==> src/rtl/rst_seq_ctrl.sv <==
// Reset sequencer: captures the raw reset asynchronously and releases it through a synchroniser.
// After a minimum hold, the domain resets are released one at a time; a software request replays the sequence.
module rst_seq_ctrl #(
  parameter int SYNC_STAGES = 2,
  parameter int NUM_DOM     = 3,
  parameter int STRETCH     = 3,
  parameter int GAP         = 4
) (
  input  logic               clk,
  input  logic               rst_n,
  input  logic               sw_rst_req,
  output logic [NUM_DOM-1:0] rst_n_out,
  output logic               busy,
  output logic               done,
  output logic               sw_ack
);

  localparam int CNT_MAX = (STRETCH > GAP) ? STRETCH : GAP;
  localparam int CNT_W   = $clog2(CNT_MAX + 1);
  localparam int IDX_W   = (NUM_DOM > 1) ? $clog2(NUM_DOM) : 1;

  localparam logic [CNT_W-1:0] STRETCH_M1 = CNT_W'(STRETCH - 1);
  localparam logic [CNT_W-1:0] GAP_M1     = CNT_W'(GAP - 1);
  localparam logic [IDX_W-1:0] LAST_IDX   = IDX_W'(NUM_DOM - 1);

  typedef enum logic [1:0] {
    SYNC    = 2'd0,
    HOLD    = 2'd1,
    RELEASE = 2'd2,
    IDLE    = 2'd3
  } state_t;

  logic [SYNC_STAGES-1:0] sync_reg;
  logic                   sync_out;

  state_t             state_reg, state_next;
  logic [CNT_W-1:0]   cnt_reg, cnt_next;
  logic [IDX_W-1:0]   idx_reg, idx_next;
  logic [NUM_DOM-1:0] rst_out_reg, rst_out_next;
  logic               busy_reg, busy_next;
  logic               done_reg, done_next;
  logic               sw_ack_reg, sw_ack_next;

  logic               rel_en;
  logic               clr_out;
  logic [IDX_W-1:0]   rel_idx;
  logic [NUM_DOM-1:0] rel_mask;

  always_ff @(posedge clk or negedge rst_n) begin
    if (!rst_n) begin
      sync_reg <= '0;
    end else begin
      sync_reg <= {sync_reg[SYNC_STAGES-2:0], 1'b1};
    end
  end

  assign sync_out = sync_reg[SYNC_STAGES-1];

  // The edge that first sees the synchroniser high already counts as the first hold cycle,
  // so SYNC shares the hold step with HOLD (cnt is still zero there).
  always_comb begin
    state_next  = state_reg;
    cnt_next    = cnt_reg;
    idx_next    = idx_reg;
    busy_next   = busy_reg;
    done_next   = 1'b0;
    sw_ack_next = 1'b0;
    rel_en      = 1'b0;
    rel_idx     = idx_reg;
    clr_out     = 1'b0;
    case (state_reg)
      SYNC, HOLD: begin
        if (state_reg == HOLD || sync_out) begin
          if (cnt_reg == STRETCH_M1) begin
            rel_en   = 1'b1;
            rel_idx  = '0;
            idx_next = '0;
            cnt_next = '0;
            if (NUM_DOM == 1) begin
              state_next = IDLE;
              busy_next  = 1'b0;
              done_next  = 1'b1;
            end else begin
              state_next = RELEASE;
            end
          end else begin
            cnt_next   = cnt_reg + 1'b1;
            state_next = HOLD;
          end
        end
      end
      RELEASE: begin
        if (cnt_reg == GAP_M1) begin
          cnt_next = '0;
          idx_next = idx_reg + 1'b1;
          rel_en   = 1'b1;
          rel_idx  = idx_reg + 1'b1;
          if (idx_reg + 1'b1 == LAST_IDX) begin
            state_next = IDLE;
            busy_next  = 1'b0;
            done_next  = 1'b1;
          end
        end else begin
          cnt_next = cnt_reg + 1'b1;
        end
      end
      IDLE: begin
        if (sw_rst_req) begin
          state_next  = HOLD;
          cnt_next    = '0;
          idx_next    = '0;
          busy_next   = 1'b1;
          sw_ack_next = 1'b1;
          clr_out     = 1'b1;
        end
      end
      default: begin
        state_next = SYNC;
      end
    endcase
  end

  for (genvar gi = 0; gi < NUM_DOM; gi++) begin : g_rel
    assign rel_mask[gi] = rel_en && (rel_idx == IDX_W'(gi));
  end

  // Released bits are sticky; only a restart clears them.
  always_comb begin
    rst_out_next = clr_out ? '0 : (rst_out_reg | rel_mask);
  end

  always_ff @(posedge clk or negedge rst_n) begin
    if (!rst_n) begin
      state_reg   <= SYNC;
      cnt_reg     <= '0;
      idx_reg     <= '0;
      rst_out_reg <= '0;
      busy_reg    <= 1'b1;
      done_reg    <= 1'b0;
      sw_ack_reg  <= 1'b0;
    end else begin
      state_reg   <= state_next;
      cnt_reg     <= cnt_next;
      idx_reg     <= idx_next;
      rst_out_reg <= rst_out_next;
      busy_reg    <= busy_next;
      done_reg    <= done_next;
      sw_ack_reg  <= sw_ack_next;
    end
  end

  assign rst_n_out = rst_out_reg;
  assign busy      = busy_reg;
  assign done      = done_reg;
  assign sw_ack    = sw_ack_reg;

endmodule

==> config.mk <==
export PLATFORM = sky130hd
export DESIGN_NAME = rst_seq_ctrl
export DESIGN_NICKNAME = d
export VERILOG_FILES = /design/src/rtl/rst_seq_ctrl.sv
export SDC_FILE = /design/constraint.sdc
export NUM_CORES = 1
export LEC_CHECK = 0
export ABC_AREA = 0
export CAP_MARGIN = 20
export CORE_AREA = 2 2 42 44
export CTS_CLUSTER_SIZE = 20
export DETAILED_ROUTE_END_ITERATION = 10
export DIE_AREA = 0 0 44 46
export HOLD_SLACK_MARGIN = 0.1
export PLACE_DENSITY = 0.73
export SETUP_SLACK_MARGIN = 0.02
export SYNTH_ARGS = -nofsm -noshare
export SYNTH_HDL_FRONTEND = slang
export SYNTH_SLANG_ARGS = --single-unit
export TNS_END_PERCENT = 100
==> constraint.sdc <==
create_clock -name clk -period 2.05 [get_ports clk]
set_clock_uncertainty 0.05 [all_clocks]
set_input_delay 0.205 -clock clk [delete_from_list [all_inputs] [get_ports clk]]
set_output_delay 0.205 -clock clk [all_outputs]
set_load 0.1 [all_outputs]
**After elaboration in Yosys (flattened, before gate mapping)**

Index checks and enable logic that the tools add are counted.

- Output and inout port bits: 6
- Input bits: 3
- Logic and storage cells: 65
- Register bits after elaboration: 15

- Add/subtract/negate cells: 2
- Bitwise operators: 1
- Equal/unequal tests: 12
- Mux-type cells: 31
- Reductions and logical operators: 11

Operator list:

| kind | count |
|---|---|
| $mux W2 | 9 |
| $mux W3 | 5 |
| $pmux W2 S3 | 2 |
| $mux W1 | 11 |
| $pmux W3 S3 | 1 |
| $eq A2 B2 Y1 const B | 4 |
| $ne A2 B2 Y1 const B | 4 |
| $reduce_and A4 Y1 | 2 |
| $eq A3 B2 Y1 const B | 2 |
| $eq A2 B1 Y1 const B | 2 |
| $logic_not A2 Y1 | 2 |
| $pmux W1 S2 | 2 |
| $pmux W2 S2 | 1 |
| $add A3 B1 Y3 const B | 1 |
| $logic_and A1 B1 Y1 | 3 |
| $or A3 B3 Y3 | 1 |
| $add A2 B1 Y2 const B | 1 |
| $reduce_and A2 Y1 | 1 |
| $reduce_bool A2 Y1 | 1 |
| $reduce_or A2 Y1 | 1 |
| $logic_or A1 B1 Y1 | 1 |

**Longest topological paths before layout**

Gate-level depths: netlist (run 1).

- Depth after elaboration: 8
- Mapped depth: 5
- Gate-level depth less buffers: 5

**Worst setup path before layout (run 1)**

OpenSTA, ideal clock, no wires.

- Kind: reg2reg
- From: reg cnt_reg[0]
- To: reg rst_out_reg[0], in the netlist rst_n_out[0]
- Setup slack: 0.433 ns
- Data required time: 1.932 ns
- Stages on the path, launching flop included: 6
- Data arrival time: 1.498 ns
- Clock period less this slack: 1.617 ns
- Library setup time: 0.068 ns
- Path buffers: 0
- Cell sequence: dfrtp_1 > ha_1 > ha_1 > or2_2 > a211oi_1 > o32a_1

- Cells in the longest elaborated chain, start to end: 8
- Elaborated cells on any way between the ends: 14
- Classes of those cells: eq/ne (2); mux (9); bitwise (1); reduce/logical (2)

RTL lines:

| what | line | source |
|---|---|---|
| start: declaration | 37 | `logic [CNT_W-1:0] cnt_reg, cnt_next;` |
| start signal: assignment | 143 | `cnt_reg <= cnt_next;` |
| $eq A3 B2 Y1 | 74 | `if (cnt_reg == STRETCH_M1) begin` |
| $mux W2 | -- |  |
| $mux W2 | 73 | `if (state_reg == HOLD \|\| sync_out) begin` |
| $pmux W2 S2 | 71 | `case (state_reg)` |
| $logic_not A2 Y1 | 124 | `assign rel_mask[gi] = rel_en && (rel_idx == IDX_W'(gi));` |
| $logic_and A1 B1 Y1 (*) | 124 |  |
| $or A3 B3 Y3 (*) | 129 | `rst_out_next = clr_out ? '0 : (rst_out_reg \| rel_mask);` |
| $mux W3 (*) | 129 |  |
| named net rst_out_next[0] | 39 | `logic [NUM_DOM-1:0] rst_out_reg, rst_out_next;` |
| end signal: assignment | 145 | `rst_out_reg <= rst_out_next;` |
| end: declaration | 39 |  |

Mark *: on every way through the listed nets, which the timed path passes. The rest lies on a longest branch.
A chain may end at the register's enable or synchronous reset.

**Worst setup path in the final report (run 1)**

Same ends and word-level chain as after synthesis.

==> summary.log, run 1 <==
INFO  cells_and_area final_layout_size_suffix_gt1_share=16.28%
INFO  synthesis      synth_nets=85
INFO  worst_setup_path setup.worst_path.end_class=flip-flop
INFO  worst_setup_path cp.required=2230ps
INFO  placed_design  hpwl=979.3microns
INFO  global_route   global_route_wire_length_before_repair=2214microns
INFO  clocking       max-clock-path-buffers=2
INFO  placed_design  placement.io_buffers=8
INFO  synthesis      synth.avg_cell_area=10.45squm
INFO  flow_run       drv.max_cap_violation_count=0
INFO  clocking       cts.repair.resized=0
INFO  sta            final_critical_path_setup_slack=355.7ps
INFO  route          drt-vias-per-instance=5.689
INFO  cells_and_area flow.area_growth_from_synthesis=12.28%
INFO  synthesis      number_of_enable_type_register_cells_in_the_synthesized_netlist=0
INFO  pwr            p_leak=0.4283nW
INFO  sta            max_clk_rate=0.5902GHz
INFO  synthesis      postSynth.topFlopCell=dfrtp_1
INFO  synthesis      synth.lib_cells_used.distinct=32
INFO  placed_design  setup_slack_after_placement=362.1ps
INFO  cells_and_area multi_input_logic_area=379.1squm
INFO  sta            timing_hold_violations_final=0
INFO  pwr            p_per_area=1492nW/um^2
INFO  synthesis      cell_count_after_synthesis=76
INFO  global_route   global_route.overflow_total=0
INFO  sta            slew_violations=0
INFO  clocking       path_clk_slew=90ps
INFO  worst_setup_path reg2reg_setup_slack=360ps
INFO  placed_design  place.gp.congestion=0.7700
INFO  sta            tns=0ps
INFO  clocking       cts_setup_buffers=0
INFO  die            initial_core_util=49.22%
INFO  synthesis      netlist.top_cell.by_area=dfrtp_1
INFO  route          routed_wire_length_per_instance=13.09microns
INFO  clocking       cts_root_buf=clkbuf_4
INFO  synthesis      synth-seq-cells=15
INFO  worst_setup_path setup.worst_path.start_class=flip-flop
INFO  worst_setup_path slowest_delay=410ps
INFO  die            core-area=1614squm
INFO  synthesis      yosysTopAreaCellShare=44.09%
INFO  global_route   number_of_antenna_violations_at_the_first_check_in_global_routing=0
INFO  route          postRouteAntennaNets=0
INFO  clocking       tritoncts=built
INFO  global_route   grt_pass1_vias=503
INFO  die            chipWidth=44microns
INFO  worst_setup_path cp_slowest_cell=dfrtp_1
INFO  synthesis      yosysMostFrequentCell=dfrtp_1
INFO  sta            final.period_utilization=82.65%
INFO  route          routed_wirelength=1348microns
INFO  die            design.portCount=9
INFO  outcome        outcome=completed
INFO  route          dr_total_vias=586
INFO  synthesis      async_flop_share=100.0%
INFO  sta            final.min_clock_period=1694ps
INFO  route          drcViolationCount=0
INFO  sta            grt_setup_unrepaired=no
INFO  clocking       clk_latency=280ps
INFO  hold_path      min-delay-path-class=in -> async
INFO  synthesis      netlist_top_cells_count=dfrtp_1, ha_1, inv_1
INFO  sta            worst_slew_pin_slew=657.8ps
INFO  synthesis      yosys_warnings=0
INFO  sta            max-slew-margin-rel=56.01%
INFO  clocking       clock_sinks=15
INFO  worst_setup_path cells_along_the_critical_path=ha_1, ha_1, or2_2, a211oi_1, o32a_1
INFO  worst_setup_path path_max_fanout=7
INFO  sta            finalSetupViolCount=0
INFO  cells_and_area seqCellArea=376.6squm
INFO  worst_setup_path worstSetupPathType=reg -> reg
INFO  global_route   globalRouteTotalUtil=15.60%
INFO  die            die_area=2024squm
INFO  die            fp.dieH=46microns
INFO  clocking       post_cts_hold_buffer_count=0
INFO  cells_and_area antenna_cells=0
INFO  synthesis      synth_top_area_cells=dfrtp_1, ha_1, dfstp_2
INFO  pwr            irDropWorstVdd=0.7187mV
INFO  route          drt_first_iter_violations=14
INFO  global_route   grt_max_degree=17
INFO  synthesis      synth-seq-area-share=47.40%
INFO  worst_setup_path timing.critical_path.mode_cell=ha_1
INFO  synthesis      synthesis.area=794.5squm
INFO  clocking       cts-htree-levels=1
INFO  die            rows=15
INFO  cells_and_area fill_cells=142
INFO  cells_and_area nNetsFinal=96
INFO  worst_setup_path worst-endpoint-arrival=1870ps
INFO  clocking       cts_inserted_buffers=3
INFO  route          dr.pass1.iters=4
[logic make-up (layout without fill, tap and decap cells)]
kind of cell | after synthesis | count (layout) | share of synthesized area, %
buffers and inverters | 8 | 18 | 4.881
adder cells (fa/ha/maj) | 6 | 6 | 9.449
AND/OR/NAND/NOR | 22 | 22 | 16.07
flip-flops | 15 | 15 | 47.40
multiplexers | 2 | 2 | 2.520
AO/OA/AOI/OAI | 22 | 22 | 19.21
other | 1 | 1 | 0.4720
[layer usage]
layer | global-route usage, % | up-vias | wire length (microns)
met2 | 21.76 | 17 | 551
met3 | 7.143 | 4 | 85
met1 | 22.00 | 273 | 690
li1 | - | 292 | -
met5 | 0 | - | 0
met4 | 3.636 | 0 | 21
[area by class of cell]
class	count	share of cell area, %
Multi-Input combinational cell	53	42.50
Sequential cell	15	42.22
Timing Repair Buffer	8	7.293
Clock buffer	3	2.525
Inverter	6	2.525
Tap cell	17	2.384
Clock inverter	1	0.5610
[worst max-delay path: cells and delay by family (launching register included)]
kind            cells  cell delay (ps)
flops               1              410
simple gates        1              290
fa+ha+maj           2              490
compound gates      2              420
[report_power, final]
| group | switching [mW] | leakage [nW] | internal (mW) | total [mW] |
|---|---|---|---|---|
| Combinational | 0.422 | 0.222 | 0.234 | 0.655 |
| Sequential | 0.128 | 0.188 | 0.386 | 0.514 |
| Clock | 0.0887 | 0.0177 | 0.0724 | 0.161 |
| Total | 0.638 | 0.428 | 0.692 | 1.33 |
[placed cells by master (no fill, tap or decap), types with 3 or more instances in the layout]
cell      instances
clkbuf_4          3
nor2_1            5
nand2_1           4
dfrtp_1          14
ha_1              6
inv_1             6
a21oi_1           5
o21ai_0           3
buf_4             6
[per-stage QoR]
stage	power [mW]	utilization (%)	instance area [sq um]	hold WS, ps	cells
floorplan	1.050	-	794.5	-140.6	76
finish	1.331	55.27	892.1	266.2	103
CTS	1.338	55.27	892.1	279.6	103
global route	1.441	55.27	892.1	324.1	103
detailed placement	1.171	53.57	864.6	298.4	99
global placement	1.163	53.57	864.6	298.2	99
[worst paths after layout]
path	start	end	cells past startpoint
worst max register to register	cnt_reg[0]	rst_n_out[0]	5
min in group clk	sync_reg[0]	sync_reg[1]	0
max in group asynchronous	rst_n	sync_reg[1]	1
worst min-delay path	rst_n	idx_reg[0]	1
worst min register to register	sync_reg[0]	sync_reg[1]	0
worst max-delay path	cnt_reg[0]	rst_n_out[0]	5
Power figures use the tool's default switching activity.
==> run 2, diff against run 1 <==
clock period = 1.7 ns   (was 2.05 ns; I/O delays follow)
==> summary.log, run 2 (synthesis results as in run 1) <==
INFO  placed_design  placement.io_buffers=8
INFO  worst_setup_path cells_along_the_critical_path=ha_2, ha_2, or2b_1, a21oi_1, a32o_1
INFO  sta            max-slew-margin-rel=65.39%
INFO  cells_and_area multi_input_logic_area=391.6squm
INFO  route          dr_total_vias=603
INFO  hold_path      min-delay-path-class=in -> async
INFO  cells_and_area finalInstanceArea=984.7squm
INFO  sta            grt_setup_unrepaired=no
INFO  pwr            p_total=1.756mW
INFO  sta            timing_hold_violations_final=0
INFO  die            core-area=1614squm
INFO  route          routed_wire_length_per_instance=14.36microns
INFO  route          routed_wirelength=1537microns
INFO  clocking       post_cts_hold_buffer_count=0
INFO  cells_and_area final_layout_size_suffix_gt1_share=23.33%
INFO  placed_design  setup_slack_after_placement=56.61ps
INFO  global_route   global_route.overflow_total=0
INFO  sta            final.min_clock_period=1592ps
INFO  worst_setup_path worstSetupPathType=reg -> reg
INFO  worst_setup_path worstRegToRegCells=5
INFO  sta            final.period_utilization=93.68%
INFO  pwr            irDropWorstVdd=0.8106mV
INFO  cells_and_area antenna_cells=0
INFO  flow_run       drv.max_cap_violation_count=0
INFO  clocking       tritoncts=built
INFO  worst_setup_path worstReg2RegEnd=rst_n_out[1]
INFO  worst_setup_path cp.required=1890ps
INFO  cells_and_area leading_cell_types_in_the_layout_fill_and_taps_excluded=dfrtp_1, inv_1, buf_4, a21oi_1, nor2_1
INFO  global_route   grt_pass1_vias=591
INFO  placed_design  place_inst=103
INFO  clocking       path_clk_slew=90ps
INFO  cells_and_area most_frequent_standard_cell_in_the_layout_excluding_fill_and_tap_cells=dfrtp_1
INFO  global_route   globalRouteTotalUtil=17.39%
INFO  cells_and_area seqCellArea=376.6squm
INFO  worst_setup_path slowest_delay=380ps
INFO  sta            slew_violations=0
INFO  cells_and_area fill_cells=133
INFO  worst_setup_path setup.worst_path.start_class=flip-flop
INFO  route          drt-vias-per-instance=5.636
INFO  clocking       cts_setup_buffers=0
INFO  die            chipWidth=44microns
INFO  route          drcViolationCount=0
INFO  route          postRouteAntennaNets=0
INFO  cells_and_area final_non_filler_cells=107
INFO  clocking       cts-htree-levels=1
INFO  worst_setup_path setup.worst_path.end_class=flip-flop
INFO  sta            final_critical_path_setup_slack=107.5ps
INFO  worst_setup_path timing.critical_path.mode_cell=ha_2
INFO  sta            worst_slew_pin_slew=519.2ps
INFO  clocking       cts_inserted_buffers=3
INFO  worst_setup_path critical_path.reg2reg.startpoint=cnt_reg[1]
INFO  route          dr.pass1.iters=3
INFO  worst_setup_path cp_slowest_cell=dfrtp_1
INFO  pwr            p_per_area=1783nW/um^2
INFO  pwr            p_leak=0.4661nW
INFO  worst_setup_path worst-endpoint-arrival=1780ps
INFO  clocking       clk_latency=290ps
INFO  die            design.portCount=9
INFO  worst_setup_path reg2reg_setup_slack=110ps
INFO  clocking       cts_root_buf=clkbuf_4
INFO  placed_design  hpwl=1086microns
INFO  clocking       cts.repair.resized=0
INFO  die            initial_core_util=49.22%
INFO  sta            tns=0ps
INFO  global_route   grt_max_degree=17
INFO  global_route   number_of_antenna_violations_at_the_first_check_in_global_routing=0
INFO  outcome        outcome=completed
INFO  clocking       clock_sinks=15
INFO  sta            max_clk_rate=0.6280GHz
INFO  die            die_area=2024squm
INFO  die            rows=15
INFO  global_route   global_route_wire_length_before_repair=2477microns
INFO  cells_and_area nNetsFinal=100
INFO  sta            finalSetupViolCount=0
INFO  die            fp.dieH=46microns
INFO  route          drt_first_iter_violations=8
INFO  placed_design  place.gp.congestion=0.8375
INFO  cells_and_area flow.area_growth_from_synthesis=23.94%
INFO  clocking       max-clock-path-buffers=2
INFO  worst_setup_path path_max_fanout=5
INFO  placed_design  postPlaceCellArea=944.7squm
-- run 2: cell types whose count changed in the layout (fill, tap and decap cells not counted) --
cell     delta
ha_1        -2
ha_2        +2
buf_12      +4
o41ai_1     -1
o41ai_2     +1
-- run 2: how the worst max path moves through the flow --
stage / slack, ps / start / to / cells past startpoint
floorplan: 80 / cnt_reg[0] / rst_n_out[0] / 5
global placement: 100 / cnt_reg[1] / rst_n_out[0] / 5
detailed placement: 60 / cnt_reg[1] / rst_n_out[0] / 5
CTS: 40 / cnt_reg[1] / rst_n_out[0] / 5
global route: 3 / cnt_reg[1] / rst_n_out[2] / 5
finish: 110 / cnt_reg[1] / rst_n_out[1] / 5
-- run 2: layer usage --
metal / global-route usage (%) / wire length [microns] / vias to the layer above
li1: - / - / 300
met5: 0 / 0 / -
met3: 3.571 / 46 / 5
met2: 26.47 / 745 / 9
met4: 12.12 / 40 / 0
met1: 22.11 / 704 / 289
-- run 2: where the power goes --
group | switching (mW) | total (mW) | leakage (nW) | internal, mW
logic | 0.538 | 0.910 | 0.260 | 0.373
clock network | 0.124 | 0.212 | 0.0177 | 0.0878
registers | 0.168 | 0.633 | 0.188 | 0.466
-- run 2: through the flow --
step                      hold WS, ps  util (%)
after global placement          303.7     58.53
after floorplan                -175.6         -
final                           132.5     61.01
after global routing            149.2     61.01
after CTS                       138.6     60.23
after detailed placement        297.8     58.53
-- run 2: area by class of cell --
type                       count  share of cell area (%)
tap                           17                   2.160
clock buffer                   3                   2.287
sequential                    15                   38.25
timing repair buffer          12                   14.74
inverter                       6                   2.287
multi-input combinational     53                   39.77
clock inverter                 1                  0.5083
-- run 2: worst max-delay path: cells and delay by family (launching register included) --
kind,cells,cell delay (ps)
adders and majority gates,2,420
DFF,1,380
AOI/OAI and AO/OA,2,470
and+or+nand+nor,1,230
